==> config.mk <==
export PLATFORM = sky130hd
export DESIGN_NAME = memory_stream_reader
export DESIGN_NICKNAME = d
export VERILOG_FILES = /design/src/rtl/memory_stream_pkg.sv /design/src/rtl/stream_skid_fifo.sv /design/src/rtl/memory_stream_reader.sv
export SDC_FILE = /design/constraint.sdc
export NUM_CORES = 1
export LEC_CHECK = 0
export ABC_AREA = 1
export CORE_MARGIN = 2
export CORE_UTILIZATION = 39
export CTS_CLUSTER_SIZE = 16
export DETAILED_ROUTE_END_ITERATION = 7
export SLEW_MARGIN = 25
export SYNTH_ARGS = -nofsm -noshare
export SYNTH_HDL_FRONTEND = slang
export SYNTH_SLANG_ARGS = --single-unit
==> constraint.sdc <==
create_clock -name clk -period 7.7 [get_ports clk]
set_clock_uncertainty 0.1 [all_clocks]
set_input_delay 1.54 -clock clk [delete_from_list [all_inputs] [get_ports clk]]
set_output_delay 1.54 -clock clk [all_outputs]
set_load 0.02 [all_outputs]
==> src/rtl/memory_stream_pkg.sv <==
// Shared types and constants for the memory stream reader.
package memory_stream_pkg;

    typedef enum logic [1:0] {
        StIdle,
        StRun,
        StDrain
    } state_e;

    localparam int unsigned FifoDepth = 2;
    localparam int unsigned FifoCntW  = $clog2(FifoDepth + 1);

endpackage

==> src/rtl/stream_skid_fifo.sv <==
// Two-entry FIFO with a registered head word; absorbs the memory read latency so that
// the stream keeps flowing at full rate under backpressure.
module stream_skid_fifo
    import memory_stream_pkg::*;
#(
    parameter int unsigned WIDTH = 17
) (
    input  logic                clk,
    input  logic                rst_n,
    input  logic                push,
    input  logic [WIDTH-1:0]    push_data,
    input  logic                pop,
    output logic [FifoCntW-1:0] count,
    output logic                head_valid,
    output logic [WIDTH-1:0]    head_data
);

    logic [WIDTH-1:0] tail_q;
    logic             pop_ok;

    assign pop_ok     = pop && (count != '0);
    assign head_valid = (count != '0);

    always_ff @(posedge clk or negedge rst_n) begin
        if (!rst_n) begin
            count     <= '0;
            head_data <= '0;
            tail_q    <= '0;
        end else begin
            unique case ({push, pop_ok})
                2'b10: begin
                    if (count == 2'd0) begin
                        head_data <= push_data;
                        count     <= 2'd1;
                    end else if (count == 2'd1) begin
                        tail_q <= push_data;
                        count  <= 2'd2;
                    end
                end
                2'b01: begin
                    if (count == 2'd2) head_data <= tail_q;
                    count <= count - 2'd1;
                end
                2'b11: begin
                    // Simultaneous capture and pop keeps the occupancy unchanged.
                    if (count == 2'd1) begin
                        head_data <= push_data;
                    end else begin
                        head_data <= tail_q;
                        tail_q    <= push_data;
                    end
                end
                default: ;
            endcase
        end
    end

endmodule

==> src/rtl/memory_stream_reader.sv <==
// Reads a contiguous address range from a one-cycle-latency memory and re-emits it as a
// valid/ready stream with a last tag.
module memory_stream_reader
    import memory_stream_pkg::*;
#(
    parameter int unsigned DEPTH = 8,
    parameter int unsigned WIDTH = 16
) (
    input  logic             clk,
    input  logic             rst_n,
    input  logic             start,
    input  logic [DEPTH-1:0] base_addr,
    input  logic [DEPTH:0]   length,
    output logic             busy,
    output logic             done,
    output logic [DEPTH-1:0] mem_read_addr,
    input  logic [WIDTH-1:0] mem_read_data,
    output logic             out_valid,
    input  logic             out_ready,
    output logic [WIDTH-1:0] out_data,
    output logic             out_last
);

    state_e              state_q;
    logic [DEPTH-1:0]    addr_q;
    logic [DEPTH-1:0]    last_addr_q;
    logic [DEPTH:0]      issue_cnt_q;
    logic [DEPTH:0]      len_q;
    logic [DEPTH:0]      pop_cnt_q;
    logic                inflight_q;
    logic                busy_q;
    logic                done_q;

    logic [FifoCntW-1:0] fifo_count;
    logic [WIDTH:0]      head;
    logic [DEPTH:0]      cap_idx;
    logic [2:0]          occupancy;
    logic                pop;
    logic                issue;
    logic                cap_last;

    assign pop       = out_valid && out_ready;
    assign occupancy = {{(3 - FifoCntW){1'b0}}, fifo_count} + {2'b00, inflight_q};
    // Words already popped plus words held give the index of the word being captured.
    assign cap_idx   = pop_cnt_q + {{(DEPTH + 1 - FifoCntW){1'b0}}, fifo_count};
    assign cap_last  = (cap_idx == len_q - 1'b1);
    assign issue     = (state_q == StRun) && (occupancy <= 3'd1 + {2'b00, pop});

    assign mem_read_addr = issue ? addr_q : last_addr_q;
    assign busy          = busy_q;
    assign done          = done_q;
    assign out_data      = head[WIDTH-1:0];
    assign out_last      = head[WIDTH] && out_valid;

    stream_skid_fifo #(
        .WIDTH(WIDTH + 1)
    ) u_fifo (
        .clk       (clk),
        .rst_n     (rst_n),
        .push      (inflight_q),
        .push_data ({cap_last, mem_read_data}),
        .pop       (pop),
        .count     (fifo_count),
        .head_valid(out_valid),
        .head_data (head)
    );

    always_ff @(posedge clk or negedge rst_n) begin
        if (!rst_n) begin
            state_q     <= StIdle;
            addr_q      <= '0;
            last_addr_q <= '0;
            issue_cnt_q <= '0;
            len_q       <= '0;
            pop_cnt_q   <= '0;
            inflight_q  <= 1'b0;
            busy_q      <= 1'b0;
            done_q      <= 1'b0;
        end else begin
            done_q     <= 1'b0;
            inflight_q <= issue;
            if (pop) pop_cnt_q <= pop_cnt_q + 1'b1;
            if (issue) begin
                last_addr_q <= addr_q;
                addr_q      <= addr_q + 1'b1;
                issue_cnt_q <= issue_cnt_q - 1'b1;
            end
            unique case (state_q)
                StIdle: begin
                    if (start) begin
                        if (length == '0) begin
                            done_q <= 1'b1;
                        end else begin
                            state_q     <= StRun;
                            busy_q      <= 1'b1;
                            addr_q      <= base_addr;
                            len_q       <= length;
                            issue_cnt_q <= length;
                            pop_cnt_q   <= '0;
                        end
                    end
                end
                StRun: begin
                    if (issue && issue_cnt_q == (DEPTH + 1)'(1)) state_q <= StDrain;
                end
                StDrain: begin
                    if (pop && out_last) begin
                        state_q <= StIdle;
                        busy_q  <= 1'b0;
                        done_q  <= 1'b1;
                    end
                end
                default: state_q <= StIdle;
            endcase
        end
    end

endmodule

==> key figures <==
Outcome
  • Outcome: finished clean

Pwr
  • Leak: roughly 3.0 nW
  • Pwr per Cell Area: about 480 nW/um^2
  • Int Pwr: between 0.0015 and 0.002 W
  • Switching power: 0.00141 W
  • Switching share of total power: 0.474
  • Design Power: 0.00298 W
  • Comb power frac: 0.578
  • Maximum VDD drop: between 0.0003 and 0.0004 V
  • Flop pwr share: 0.277
  • Clk pwr share: 0.146

STA
  • Fmax: roughly 160 MHz
  • Final period utilization: 0.810
  • Worst-margin pin slew: approximately 1 ns
  • Setup violations, final: 0
  • Setup TNS: 0 ns
  • Minimum hold slack: 0.374 ns
  • Relative slew slack: 0.326
  • Final Hold Viols: 0
  • Slew Limit Fails: 0
  • Setup repair after global routing missed its margin: no
  • Worst Setup Slack, final: 1.46 ns
  • Final min period: a little over 6 ns

Clock tree
  • Post CTS Setup Buffer Count: 0
  • Resized cells post-CTS: 0
  • CTS Buffer Depth: 2
  • Htree depth: 3
  • Reg clk slew, reported paths: ~0.060 ns
  • CTS tree: yes
  • Hold Buf Count CTS: 0
  • CTS Root Cell: clkbuf_16
  • # clock sinks: 84
  • Clock Latency Late Sink: around 0.34 ns
  • Num CTS Buffers: 9

Logic synthesis
  • Count of different cell masters after synthesis: 40
  • Area of the mapped netlist: approximately 5200 sq um
  • Register area share after synthesis: 0.402
  • Post-Syn Nets: about 780
  • Top post-synthesis cells by area: dfrtp_1 (40%), nand2_1 (15%), o21ai_0 (7.6%)
  • FF+latch count, synth: 84
  • Syn Inst Count: 722
  • Yosys warnings: 0
  • Mean Syn Cell Area: 7.24 sq um
  • Yosys top cell by area: dfrtp_1
  • Post-synth top area share: 0.402

Critical path
  • Crit Path Max Fanout: 22
  • Largest stage delay, worst path: ~0.54 ns
  • Crit-path most repeated cell: nand2_1
  • Arr. time, crit path: about 4.6 ns
  • Crit-path leading delay family: buffers and inverters
  • Crit-path cells: clkdlybuf4s50_1 -> nand2_2 -> inv_2 -> fa_1 -> inv_1 -> nand2_1 -> o21ai_1 -> nand2_1 -> nand2_1 -> inv_2 -> nor2_1 -> nor2_1 -> clkdlybuf4s50_1
  • Critical path class: input port to output port
  • CP required: between 6 and 7 ns
  • Worst Path Buf+Inv: 5
  • CP endpoint kind: output port
  • FF-to-FF setup slack: 3.89 ns
  • Critical Path Source Type: input port
  • Worst-path cell with the longest stage delay: clkdlybuf4s50_1

GRT
  • Antenna violations before repair: 0
  • Number of global-route vias before repair: around 4400
  • Largest net degree at the start of global routing: 61
  • First-pass GRT wire length: about 21000 microns
  • Tot GR Track Use: 0.182
  • Remaining global-route overflow: 0

Layout
  • Fillers: about 1300
  • Nets: 813
  • Ant. Diodes: 0
  • Most frequent cells in the layout: nand2_1 (209), dfrtp_1 (84), inv_1 (83)
  • Util after Layout: 0.469
  • Share of cells above drive strength 1: 0.0605
  • Most common library cell in the layout ignoring fill and taps: nand2_1
  • Area delta synth->final: 18.3%

Floorplanning
  • Die ar.: 14300 sq um
  • Row Count: 42
  • Die Ht: 120 microns
  • Core area: approximately 13000 sq um
  • I/O pins: 65
  • DIE WIDTH: 120 microns
  • Initial Utilization: 0.396

Routing
  • DRT antenna net count: 0
  • Via Count: about 4700
  • Routed vias/inst: 5.02
  • Initial DRC count: between 200 and 250
  • Residual DRC: 0
  • DR WL/cell: between 10 and 15 microns
  • Detailed Routing Iterations Pass 1: 5
  • Wirelength, routed: approximately 12000 microns

Placed design
  • Dpl hpwl: ~8600 microns
  • Port Buf Inserts: between 60 and 70
  • Placer congestion estimate: between 0.8 and 0.9
  • Dpl ws: 1.44 ns

Flow run
  • MaxCap Viol Count: 0

Worst hold path
  • Worst hold path class: register to register
[area by class of cell]
type | instances | area (sq um) | share of cell area
clock inverters | 2 | 35.0 | 0.00567
inverters | 93 | 349 | 0.0565
repair buffers | 67 | 661 | 0.107
well taps | 176 | 220 | 0.0356
clock buffers | 12 | 256 | 0.0415
multi-input cells | 502 | 2560 | 0.414
flip-flops and latches | 84 | 2100 | 0.340
[metal layers]
metal / GRT usage / wire, microns / up-vias / share of wire
met5: 0 / 0 / - / 0
met4: 0.0735 / 250 / 0 / 0.020
met3: 0.0323 / 370 / 19 / 0.030
met2: 0.286 / 5670 / 69 / 0.46
met1: 0.248 / 6060 / 2232 / 0.49
li1: - / - / 2378 / -
[cell usage after synthesis]
master	n
ha_1	17
nand3_2	1
nand3b_1	1
mux2i_1	1
or2_2	1
clkbuf_1	13
o22ai_1	4
buf_2	11
o21ai_1	4
nand2_2	6
o221ai_2	1
nor2_4	1
dfrtp_1	84
nor4_1	3
a21oi_2	1
fa_1	2
a211oi_1	1
nand4_1	8
a31oi_1	1
or2_1	1
inv_1	83
o22a_1	5
nand3_1	26
o21ai_0	79
nor2_1	60
o211ai_1	9
o31ai_1	2
a21oi_1	21
nor3_1	6
buf_4	17
nor2_2	5
a22oi_1	11
o21ai_2	1
clkinv_1	2
nor3_2	1
xor2_1	11
inv_2	8
xnor2_1	2
nand2_1	209
buf_1	2
[worst register-to-register path, delay by kind of cell (launching register included)]
kind,cells,cell delay (ns)
DFF,1,0.42
buffers and inverters,6,0.92
AOI/OAI and AO/OA,2,0.20
adders and majority gates,2,0.78
and+or+nand+nor,8,1.30
[logic make-up after synthesis]
| logic type | Yosys count | share of synthesized area |
|---|---|---|
| AO/OA/AOI/OAI | 140 | 0.153 |
| XOR/XNOR | 13 | 0.0218 |
| adder cells (fa/ha/maj) | 19 | 0.0484 |
| buffers and inverters | 136 | 0.113 |
| flip-flops | 84 | 0.402 |
| multiplexers | 1 | 0.00192 |
| AND/OR/NAND/NOR | 329 | 0.260 |
[worst paths after layout]
check | start | endpoint | cells after the start
setup / recovery | out_ready | mem_read_addr[0] | 13
hold / removal | u_fifo.head_data[15]$_DFFE_PN0P_ | u_fifo.head_data[15]$_DFFE_PN0P_ | 2
setup reg to reg | u_fifo.count[1]$_DFFE_PN0P_ | issue_cnt_q[6]$_DFF_PN0_ | 18
hold reg to reg | u_fifo.head_data[15]$_DFFE_PN0P_ | u_fifo.head_data[15]$_DFFE_PN0P_ | 2
max in group asynchronous | rst_n | addr_q[5]$_DFF_PN0_ | 2
min in group asynchronous | rst_n | last_addr_q[6]$_DFF_PN0_ | 1
[through the flow]
| step | instances | cell area [sq um] |
|---|---|---|
| floorplan | 722 | 5230 |
| global placement | 922 | 5870 |
| detailed placement | 922 | 5880 |
| CTS | 936 | 6170 |
| global route | 936 | 6180 |
| finish | 936 | 6180 |
[sequential cells by signal (all words and copies together) (netlist names)]
| register | cells |
|---|---|
| u_fifo.head_data | 17 |
| u_fifo.tail_q | 17 |
| issue_cnt_q | 9 |
| len_q | 9 |
| pop_cnt_q | 9 |
| addr_q | 8 |
| last_addr_q | 8 |
| state_q | 2 |
| u_fifo.count | 2 |
| busy | 1 |
| done | 1 |
| inflight_q | 1 |
[power groups by stage]
stage	sequential, W	combinational [W]	clock (W)
2_1_floorplan	0.000777	0.00130	0
3_3_place_gp	0.000823	0.00166	0
3_5_place_dp	0.000830	0.00172	0
4_1_cts	0.000824	0.00172	0.000447
5_1_grt	0.000856	0.00195	0.000461
6_report	0.000824	0.00172	0.000435
Note: power is estimated with default switching activity, not from simulation.
==> RTL change 1, RTL diff (config.mk and constraints unchanged) <==
The 3 states of `state_e` get a one-hot encoding in 3 bits.
--- a/src/rtl/memory_stream_pkg.sv
+++ b/src/rtl/memory_stream_pkg.sv
@@ -2,8 +2,8 @@
 package memory_stream_pkg;
 
-    typedef enum logic [1:0] {
-        StIdle,
-        StRun,
-        StDrain
+    typedef enum logic [2:0] {
+        StIdle  = 3'b001,
+        StRun   = 3'b010,
+        StDrain = 3'b100
     } state_e;
 
Check against the original RTL: no difference found for any inputs over 4 cycles, from zero or initial values and one cycle with rst_n low; so few cycles prove little.
==> RTL change 1 against the original RTL <==
  * Sequential power decreased by 3.2%
  * Critical path depth unchanged
  * Total power shrank 11%
  * Sequential cell count increased by 1
  * Synthesized area is 2.3% higher
  * Die area increased by 2.2%
  * Routed wire length is 6.9% higher
  * Hold slack better by 0.68 ps
  * Core utilization increased by 0.72 points
  * First-iteration DRC count rose by 38%
  * Count of clock-buffer cells in the layout grew 1
  * Register-to-register slack better by 170 ps
  * Design area is 2.3% higher
  * Worst setup slack worse by 40 ps
  * Largest cell class unchanged
  * Highest routed layer unchanged
==> RTL change 1: results (changes against the original RTL) <==
Peak supply drop - 0.227 mV (-41%)
Via/cell ratio - 5.08 (+1.2%)
Post-DP HPWL - 9210 um (+6.7%)
Drt wl/cell - 14.1 um (+6.6%)
Status - finished clean
Critical Path Fanout Max - 23 (+4.5%)
Largest cells by area after synthesis - dfrtp_1 (39%), nand2_1 (13%), o21ai_0 (7.2%), inv_1 (5.4%), ha_1 (4.0%)
Cell internal pwr - 0.00147 W (-6.1%)
GP Congestion - 0.845 (+1.6%)
Post-Synthesis Cells - 718 (-0.55%)
Synth cell count leaders - nand2_1 (189), dfrtp_1 (84), inv_1 (77), o21ai_0 (77), nor2_1 (52)
Netlist cell types - 42 (+5.0%)
Vias in the first global route - 4,652 (+4.6%)
Share of layout cells above drive strength 1 - 9.58% (+3.5 points)
Fillcell total - 1,298 (-0.31%)
Detailed-route via count - 4,766 (+1.4%)
Pre-antenna DRT Iters - 7 (+2)
Placed Area - 6000 um2 (+2.2%)
Worst Tran Pin Value - 885 ps (-122 ps)
First-pass GRT wire length - 21,700 um (+3.0%)
Register area share after synthesis - 39.8% (-0.41 points)
Syn_nets - 774 (-0.51%)
Gr usage total - 18.7% (+0.50 points)
Initial DRC Count - 317 (+38%)
Leakage power - 3.02 nW (-0.54%)
==> RTL change 1: cell types whose count changed in the layout (fill, tap and decap cells not counted), sizes merged, moves of 5 or more <==
cell | unedited run | this run
nand2 | 215 | 197
or2 | 2 | 12
a21oi | 22 | 29
o21ai | 84 | 89
==> RTL change 1: logic make-up (layout without fill, tap and decap cells) <==
family          count (synthesis)  after routing  synth area share (%)
simple gates                  318            318                  26.5
compound gates                152            152                  15.9
buf+inv                       130            174                  10.7
flops                          85             85                  39.8
fa+ha+maj                      19             19                  4.73
xor+xnor                       13             13                  2.13
mux                             1              1                 0.187
==> RTL change 1: per-layer routing <==
layer | global-route usage [%] | wire length [um] | vias up
met2 | 31.1 | 6390 | 100
li1 | - | - | 2391
met4 | 7.34 | 305 | 0
met3 | 3.67 | 451 | 20
met1 | 23.7 | 6050 | 2255
met5 | 0 | 0 | -
==> RTL change 1: power groups by stage <==
stage | Clock, W | Combinational, W | Sequential (W)
6_report | 0.000472 | 0.00139 | 0.000798
5_1_grt | 0.000508 | 0.00159 | 0.000825
4_1_cts | 0.000486 | 0.00140 | 0.000795
3_5_place_dp | 0 | 0.00139 | 0.000801
3_3_place_gp | 0 | 0.00136 | 0.000793
2_1_floorplan | 0 | 0.00106 | 0.000761
==> RTL change 1: path summary, 6_finish.rpt <==
check / startpoint / end / slack (ps) / cells after the start
worst max-delay path: out_ready / mem_read_addr[0] / 1420 / 13
worst min-delay path: u_fifo.head_data[9] / u_fifo.head_data[9] / 370 / 2
worst max register to register: u_fifo.count[1] / issue_cnt_q[5] / 4060 / 18
worst min register to register: u_fifo.head_data[9] / u_fifo.head_data[9] / 370 / 2
max in group asynchronous: rst_n / pop_cnt_q[3] / 5410 / 2
min in group asynchronous: rst_n / pop_cnt_q[8] / 1090 / 1
==> RTL change 1: worst min-delay path, stage by stage (launching register included) <==
cell and delay (ps):
dfrtp_1 340, nand2_1 50, nand2_1 50
==> RTL change 1: layout make-up <==
class	instances	area (um2)	area share [%]
flip-flops and latches	85	2130	33.6
multi-input cells	503	2660	42.0
inverters	91	342	5.40
clock buffers	13	250	3.96
repair buffers	67	661	10.4
well taps	176	220	3.48
clock inverters	3	68.8	1.09
==> RTL change 1: through the flow <==
step	total power, W	setup slack [ps]
2_1_floorplan	0.00182	2660
3_3_place_gp	0.00215	1460
3_5_place_dp	0.00220	1430
4_1_cts	0.00268	1420
5_1_grt	0.00292	1170
6_report	0.00266	1420
==> RTL change 2, RTL diff (same flow settings) <==
Without the edit above. Change the parameter `WIDTH` from 16 to 24.
--- a/src/rtl/memory_stream_reader.sv
+++ b/src/rtl/memory_stream_reader.sv
@@ -5,5 +5,5 @@
 #(
     parameter int unsigned DEPTH = 8,
-    parameter int unsigned WIDTH = 16
+    parameter int unsigned WIDTH = 24
 ) (
     input  logic             clk,
Interface: changed (resized mem_read_data and out_data); port bits go from 65 to 81. The function was not compared with the original's and may differ.
==> RTL change 2 against the original RTL <==
  * Cell count rose by 11%
  * Total power is 0.33% lower
  * Combinational power is 9.9% lower
  * Routed wire length grew 11%
  * Sequential cell count grew 16
  * Synthesized area is 16% higher
  * First-iteration DRC count increased by 17%
  * Hold slack improved by 5.8 ps
  * Sequential share of layout area grew 0.96 points
  * Design area increased by 16%
  * Via count rose by 9.8%
  * Critical path depth stayed put
  * Worst setup slack worse by 84 ps
  * Largest cell class unchanged
  * Highest routed layer unchanged
==> RTL change 2: results (changes against the original RTL) <==
Final #Nets - 911 (+12%)
First-pass GRT wire length - 22,900 um (+8.6%)
Pre-antenna DRT Iters - 5 (unchanged)
Crit-path slowest cell - clkdlybuf4s50_1
CTS Root Cell - clkbuf_16
Post-CTS Resized - 0 (unchanged)
Antenna cell count - 0 (unchanged)
Largest cells by area after synthesis - dfrtp_1 (41%), nand2_1 (14%), o21ai_0 (7.4%), inv_1 (5.6%), nor2_1 (3.6%)
Crit path to - mem_read_addr[0]
Reg2reg end - u_fifo.head_data[24]
Hold crit path type - flop to flop
Initial antenna violation count - 0 (unchanged)
Setup slack, reg-to-reg - 4090 ps (+200 ps)
Fin cells - 1,040 (+11%)
Worst-skew pair later-pin latency - 350 ps
Clk slew on worst S/H paths - 70 ps
Async SR Flop Fraction - 100% (unchanged)
Post-Synthesis Cells - 808 (+12%)
Initial DRC Count - 268 (+17%)
Biggest regs - u_fifo.head_data (25), u_fifo.tail_q (25)
Buffer count from post-CTS setup fixing - 0 (unchanged)
Critical Path Fanout Max - 22 (unchanged)
Htree depth - 3 (unchanged)
Final WL - 13,800 um (+11%)
Status - finished clean
Gr usage total - 17.2% (-0.98 points)
Register area share after synthesis - 41.1% (+0.92 points)
Leakage power - 3.45 nW (+14%)
Vias in the first global route - 4,699 (+5.6%)
GP Congestion - 0.790 (-5.0%)
Detailed-route via count - 5,159 (+9.8%)
R2R depth - 13 (-5)
Peak supply drop - 0.228 mV (-40%)
Syn. warnings - 0 (unchanged)
Synth cell count leaders - nand2_1 (219), dfrtp_1 (100), inv_1 (90), o21ai_0 (90), nor2_1 (58)
CP top delay family - buffers and inverters
Critical R2R Launch - u_fifo.count[1]
Crit path from - out_ready
Worst Tran Pin Value - 713 ps (-294 ps)
Num CTS Buffers - 9 (unchanged)
Post-DP HPWL - 9480 um (+9.8%)
Largest net degree at the start of global routing - 75 (+23%)
Netlist cell types - 44 (+10%)
Fillcell total - 1,535 (+18%)
Share of layout cells above drive strength 1 - 5.28% (-0.77 points)
Syn_nets - 872 (+12%)
I/O Buffers - 80 (+25%)
CP max stage delay - 540 ps (about the same)
CTS Buffer Depth - 2 (unchanged)
## RTL change 2: worst register-to-register path, cell delays in order, from the launching register on
cell and delay (ps):
dfrtp_1 460, inv_1 180, ha_1 270, inv_2 110, nand2_1 180, inv_2 200, ha_1 590, inv_1 450
o21a_1 300, inv_1 370, a21oi_1 80, nand2_1 100, inv_1 50, a21oi_2 120
## RTL change 2: logic make-up (layout without fill, tap and decap cells)
logic type               Yosys count  after routing  share of synthesized area [%]
XOR/XNOR                          11             11                           1.58
adder cells (fa/ha/maj)           19             19                           4.15
AO/OA/AOI/OAI                    177            177                           17.1
buffers and inverters            153            197                           11.3
flip-flops                       100            100                           41.1
multiplexers                      12             12                           1.97
AND/OR/NAND/NOR                  336            336                           22.7
## RTL change 2: worst min path at each step
stage                        start                  end  slack (ps)  depth (start not counted)
6_report       u_fifo.head_data[8]  u_fifo.head_data[8]         380                          2
5_1_grt                       busy                 busy         420                          2
4_1_cts             last_addr_q[1]       last_addr_q[1]         380                          2
3_5_place_dp        last_addr_q[1]       last_addr_q[1]         360                          2
3_3_place_gp        last_addr_q[3]       last_addr_q[3]         360                          2
2_1_floorplan  u_fifo.head_data[0]  u_fifo.head_data[0]         350                          2
## RTL change 2: layout make-up
cell class / instances / area, um2 / share of cell area, %
clock buffer: 11 / 253 / 3.53
tap: 188 / 235 / 3.29
timing repair buffer: 87 / 855 / 11.9
clock inverter: 5 / 67.6 / 0.944
sequential: 100 / 2500 / 35.0
inverter: 94 / 353 / 4.93
multi-input combinational: 555 / 2890 / 40.4
## RTL change 2: per-layer routing
layer  wire length, um  vias up  track usage [%]
met2              6320       83             27.9
met3               534        2             4.45
met1              6850     2397             23.6
met5                 0        -                0
met4                58        0             3.07
li1                  -     2677                -
## RTL change 2: power breakdown
part / switching (W) / internal, W
combinational: 0.000930 / 0.000624
clock: 0.000210 / 0.000275
sequential: 0.000169 / 0.000762
## RTL change 2: stage by stage
| stage | hold WS, ps | setup WS, ps | cell area, um2 | power (W) |
|---|---|---|---|---|
| after CTS | 383 | 1380 | 7150 | 0.00301 |
| after detailed placement | 363 | 1400 | 6830 | 0.00251 |
| after floorplan | 350 | 2590 | 6080 | 0.00210 |
| after global routing | 415 | 1140 | 7160 | 0.00326 |
| final | 380 | 1380 | 7160 | 0.00297 |
| after global placement | 364 | 1410 | 6830 | 0.00249 |
